$ cat src/rtl/j_dsp_run_ctrl.sv
// Run/single-step sequencer for the Jerry DSP instruction pipeline.
// Define DSP_STEP_COUNT_EN to add the 16-bit issued-instruction counter.
module j_dsp_run_ctrl (
  input  logic        clk,
  input  logic        reset_n,
  input  logic        go,
  input  logic        single_step,
  input  logic        single_go,
  input  logic        instr_issue,
  input  logic        pipe_idle,
  output logic        run,
  output logic        single_stop,
  output logic        halted,
`ifdef DSP_STEP_COUNT_EN
  output logic [15:0] step_count,
`endif
  output logic        step_done
);

  typedef enum logic [2:0] {
    IDLE       = 3'd0,
    RUN        = 3'd1,
    STEP_WAIT  = 3'd2,
    STEP_ISSUE = 3'd3,
    DRAIN      = 3'd4
  } state_t;

  state_t state_q, state_d;
  logic   run_q, run_d;
  logic   single_stop_q, single_stop_d;
  logic   halted_q, halted_d;
  logic   step_done_q, step_done_d;

  always_comb begin
    state_d     = state_q;
    step_done_d = 1'b0;
    unique case (state_q)
      IDLE: begin
        if (go) state_d = single_step ? STEP_WAIT : RUN;
      end
      RUN: begin
        if (!go)             state_d = DRAIN;
        else if (single_step) state_d = STEP_WAIT;
      end
      STEP_WAIT: begin
        if (!go)              state_d = DRAIN;
        else if (!single_step) state_d = RUN;
        else if (single_go)   state_d = STEP_ISSUE;
      end
      STEP_ISSUE: begin
        if (!go) begin
          state_d = DRAIN;
        end else if (instr_issue) begin
          state_d     = single_step ? STEP_WAIT : RUN;
          step_done_d = 1'b1;
        end
      end
      DRAIN: begin
        if (pipe_idle) state_d = IDLE;
      end
      default: state_d = IDLE;
    endcase
    // Outputs are decoded from the next state so they land with it.
    run_d         = (state_d == RUN) || (state_d == STEP_ISSUE);
    single_stop_d = (state_d == STEP_WAIT);
    halted_d      = (state_d == IDLE);
  end

`ifdef DSP_STEP_COUNT_EN
  logic [15:0] cnt_q, cnt_d;

  always_comb begin
    cnt_d = cnt_q;
    if (state_q == IDLE && state_d != IDLE) cnt_d = 16'd0;
    else if (run_q && instr_issue)          cnt_d = cnt_q + 16'd1;
  end

  assign step_count = cnt_q;
`endif

  always_ff @(posedge clk or negedge reset_n) begin
    if (!reset_n) begin
      state_q       <= IDLE;
      run_q         <= 1'b0;
      single_stop_q <= 1'b0;
      halted_q      <= 1'b1;
      step_done_q   <= 1'b0;
`ifdef DSP_STEP_COUNT_EN
      cnt_q         <= 16'd0;
`endif
    end else begin
      state_q       <= state_d;
      run_q         <= run_d;
      single_stop_q <= single_stop_d;
      halted_q      <= halted_d;
      step_done_q   <= step_done_d;
`ifdef DSP_STEP_COUNT_EN
      cnt_q         <= cnt_d;
`endif
    end
  end

  assign run         = run_q;
  assign single_stop = single_stop_q;
  assign halted      = halted_q;
  assign step_done   = step_done_q;

endmodule
$ cat config.mk
export PLATFORM = sky130hd
export DESIGN_NAME = j_dsp_run_ctrl
export DESIGN_NICKNAME = d
export VERILOG_FILES = /design/src/rtl/j_dsp_run_ctrl.sv
export SDC_FILE = /design/constraint.sdc
export NUM_CORES = 1
export LEC_CHECK = 0
export ABC_AREA = 1
export BUFFER_PORTS_ARGS = -buffer_cell sky130_fd_sc_hd__buf_2
export CAP_MARGIN = 25
export CORE_AREA = 2 2 39 41
export DETAILED_ROUTE_END_ITERATION = 10
export DIE_AREA = 0 0 41 43
export GPL_ROUTABILITY_DRIVEN = 0
export GPL_TIMING_DRIVEN = 0
export PLACE_DENSITY = 0.52
export SLEW_MARGIN = 20
export SYNTH_ARGS = -nofsm -noshare
export SYNTH_HDL_FRONTEND = slang
export SYNTH_SLANG_ARGS = --single-unit
$ cat constraint.sdc
create_clock -name clk -period 1.12 [get_ports clk]
set_input_delay 0.112 -clock clk [delete_from_list [all_inputs] [get_ports clk]]
set_output_delay 0.112 -clock clk [all_outputs]
set_load 0.03 [all_outputs]
**Word level (Yosys, flattened, before mapping)**

Cells that the tools add are included.

- Bits in registers: 7
- Input bits: 7
- Output and inout port bits: 4

- Equal/unequal tests: 7
- Multiplexer cells: 14
- Reduce and logical (&&, ||, !) cells: 3

Operator list:

| kind | number |
|---|---|
| 3-bit two-way mux | 9 |
| 3-bit case mux with 5 select lines | 1 |
| 3-bit by 2-bit equality test with 1-bit output, second input constant | 4 |
| 3-bit by 1-bit equality test with 1-bit output, second input constant | 2 |
| 3-bit logical NOT | 2 |
| 3-bit equality test, second input constant | 1 |
| 1-bit two-way mux | 3 |
| 2-bit two-way mux | 1 |
| 1-bit logical OR | 1 |

**Longest topological paths before layout**

- Depth after elaboration: 6
- Depth in mapped cells: 7
- Depth with buffers taken out: 7

**Worst setup path after synthesis**

No wires, ideal clock.

- Path type: register to register
- From: reg state_q[0]
- To: reg single_stop_q (netlist: single_stop)
- Data arrival time: 0.873 ns
- Required time: 1.006 ns
- Slack: 0.133 ns
- Cell stages (with the launch flop): 7
- Buffers on the path: 0
- Period minus slack after synthesis: 0.987 ns
- Path through: dfrtp_1 nor2_1 nand2_1 nor2_1 nor2_2 nand2_2 nor2_1

- Cells in the longest elaborated chain, start to end: 5

Ends and longest elaborated chain:

| item | RTL line | RTL |
|---|---|---|
| start: declaration | 28 | `state_t state_q, state_d;` |
| start signal: assignment | 92 | `state_q <= state_d;` |
| 3-bit two-way mux | 48 | `else if (single_go) state_d = STEP_ISSUE;` |
| 3-bit two-way mux | 47 | `else if (!single_step) state_d = RUN;` |
| 3-bit two-way mux | 46 | `if (!go) state_d = DRAIN;` |
| 3-bit case mux with 5 select lines * | 37 | `unique case (state_q)` |
| via state_d[0] | 28 |  |
| 3-bit by 2-bit equality test with 1-bit output * | 65 | `single_stop_d = (state_d == STEP_WAIT);` |
| via single_stop_d | 30 | `logic single_stop_q, single_stop_d;` |
| end signal: assignment | 94 | `single_stop_q <= single_stop_d;` |
| end: declaration | 30 |  |

Mark *: on every way through the listed nets, which the timed path passes. The rest lies on a longest branch.

**Worst setup path in the final report**

Same ends and word-level chain as after synthesis.

==> impl_metrics.env <==
export IMPL_postPlaceCellArea_um2=428
export IMPL_cp_required_ns=1.26
export IMPL_std_cell_rows=14
export IMPL_power_w=0.00112
export IMPL_syn2layout_area_growth_pct=31.5
export IMPL_first_global_vias=279
export IMPL_r2r_start="state_q[0]$_DFF_PN0_"
export IMPL_hold_depth=3
export IMPL_dr_total_vias=331
export IMPL_setup_viol=0
export IMPL_cts_buffer_depth=2
export IMPL_avgSynthCellArea_um2=7.02
export IMPL_max_slew_margin_rel_pct=88.4
export IMPL_switching_share_pct=41.5
export IMPL_start_kind="flop"
export IMPL_antenna_cells=0
export IMPL_via_per_inst=4.04
export IMPL_hold_ws_ns=0.113
export IMPL_synth_yosys_seq_area_share_pct=49.3
export IMPL_irDropWorstVdd_mv=0.881
export IMPL_cts_max_level=1
export IMPL_min_period_ns=1.06
export IMPL_wl_per_cell_um=7.83
export IMPL_cts_buffers=3
export IMPL_yosysWarningCount=0
export IMPL_whs_endpoint="step_done$_DFF_PN0_"
export IMPL_r2r_slack_ns=0.06
export IMPL_period_share_pct=94.4
export IMPL_min_path_type="primary input to flop"
export IMPL_start_util_pct=25.9
export IMPL_p_per_area_nw_per_um2=2380
export IMPL_final_hold_viol_count=0
export IMPL_dp_hpwl_um=505
export IMPL_antenna_found_initial=0
export IMPL_r2r_cells=6
export IMPL_rsz0062_at_grt="no"
export IMPL_ant_nets=0
export IMPL_io_pins=11
export IMPL_outcome="finished clean"
export IMPL_die_w_um=41
export IMPL_fin_nets=74
export IMPL_arrival_ns=1.20
export IMPL_timing_fmax_ghz=0.946
export IMPL_first_pass_iters=4
export IMPL_post_route_util_pct=34.0
export IMPL_intPower_w=0.000655
export IMPL_grt_max_degree=9
export IMPL_fin_tns_setup_ns=0
export IMPL_crit_path_end_kind="flop"
export IMPL_grt_overflow_total=0
export IMPL_drt_iter0_markers=1
export IMPL_r2r_end="single_stop$_DFF_PN0_"
export IMPL_syn_num_nets=58
export IMPL_final_area_um2=470
export IMPL_die_area_um2=1760
export IMPL_crit_fanout=6
export IMPL_p_seq_share_pct=38.2
export IMPL_drv_slew=0
export IMPL_tightest_slew_ns=0.174
export IMPL_synth_cells=51
export IMPL_p_comb_share_pct=41.7
export IMPL_syn_area_um2=358
export IMPL_die_y_um=43
export IMPL_root_buffer="clkbuf_4"
export IMPL_synth_distinct_cells=11
export IMPL_clkTransAtPathRegs_ns=0.05
export IMPL_drc=0
export IMPL_max_cap_violations=0
export IMPL_critPathKind="flop to flop"
export IMPL_numPortBuffers=10
export IMPL_switching_power_w=0.000464
export IMPL_cts_tree="done"
export IMPL_fill_cells=155
export IMPL_gr_usage_all_layers_pct=9.04
export IMPL_clkSinkCount=7
export IMPL_power_frac_clock_pct=20.1
export IMPL_p_leak_nw=0.277
export IMPL_finClkSkew_ns=0.00465
export IMPL_grt_pass1_wl_mm=1.04
export IMPL_core_um2=1380
export IMPL_finalWirelength_um=642
export IMPL_post_cts_buffers=0
export IMPL_ys_seq_elements=7
export IMPL_min_from="instr_issue"
export IMPL_drive_gt1_share_pct=28.8
export IMPL_clkLatencyLatePin_ns=0.25
==> how the worst max path moves through the flow <==
| stage | from | end | slack [ns] |
|---|---|---|---|
| global route | state_q[0]$_DFF_PN0_ | single_stop$_DFF_PN0_ | 0.004 |
| detailed placement | state_q[0]$_DFF_PN0_ | single_stop$_DFF_PN0_ | 0.03 |
| finish | state_q[0]$_DFF_PN0_ | single_stop$_DFF_PN0_ | 0.06 |
| CTS | state_q[0]$_DFF_PN0_ | single_stop$_DFF_PN0_ | 0.02 |
| floorplan | state_q[0]$_DFF_PN0_ | single_stop$_DFF_PN0_ | 0.13 |
| global placement | state_q[0]$_DFF_PN0_ | single_stop$_DFF_PN0_ | 0.01 |
==> metrics by stage <==
stage,setup slack [ns],std cells
after floorplan,0.133,51
after global placement,0.0119,77
after detailed placement,0.0284,77
after CTS,0.0197,82
after global routing,0.00369,82
final,0.0629,82
==> cell type report <==
cell class	count	area, um2	area share [%]
clock buffer	4	26.3	5.59
multi-input combinational	35	153	32.4
sequential	7	178	37.8
timing repair buffer	11	60.1	12.8
tap	16	20.0	4.26
inverter	9	33.8	7.18
==> synthesized netlist by cell type (all sizes together) <==
master  number  share of area, %
o21ai        1               1.4
inv          9               9.4
nand2       15                16
dfstp        1               7.3
nand4        1               1.7
dfrtp        6                42
nand3        4               5.6
nor2        13                14
or2          1               1.7
==> routing by layer <==
| metal | track usage (%) | part of all wire [%] |
|---|---|---|
| met1 | 10.3 | 43 |
| met2 | 12.5 | 52 |
| met3 | 3.14 | 4.4 |
| met4 | 8.00 | 0 |
| met5 | 0 | 0 |
==> worst max-delay path, stage by stage, from the launching register on <==
cell and delay [ns]:
dfrtp_2 0.44, nor2_2 0.12, nand2_1 0.08, nor2_2 0.14, nor2_2 0.06, nand2_2 0.07
nor2_1 0.04
==> cells in the final DEF (no fill, tap or decap) <==
master,count
nor2_1,10
inv_1,9
dfrtp_1,5
nand4_1,1
o21ai_1,1
nand3_1,4
nand2_1,14
nand2_2,1
clkbuf_4,3
clkbuf_1,1
nor2_2,3
dfstp_2,1
or2_1,1
dlygate4sd3_1,1
buf_2,10
dfrtp_2,1
==> sequential cells by signal (all words and copies together) (netlist names) <==
name and count:
single_stop 1, run 1, step_done 1, halted 1, state_q 3
==> power by group through the flow <==
stage                     clock network (W)  registers [W]  logic [W]
after floorplan                           0       0.000519   0.000243
after global placement                    0       0.000425   0.000454
after detailed placement                  0       0.000423   0.000451
after CTS                          0.000234       0.000419   0.000457
after global routing               0.000246       0.000438   0.000523
final                              0.000225       0.000427   0.000466
==> logic make-up after synthesis <==
kind of cell	synth area share, %
AND/OR/NAND/NOR	39.9
buffers and inverters	9.44
flip-flops	49.3
AO/OA/AOI/OAI	1.40
==> what timing repair did <==
item / 4_1_cts / 5_1_grt
hold endpoints to repair: 7 / 0
hold buffers: 1 / 0
endpoints found under the setup margin: 0 / 2
resized for setup: 0 / 4
(Power assumes the default switching activity.)
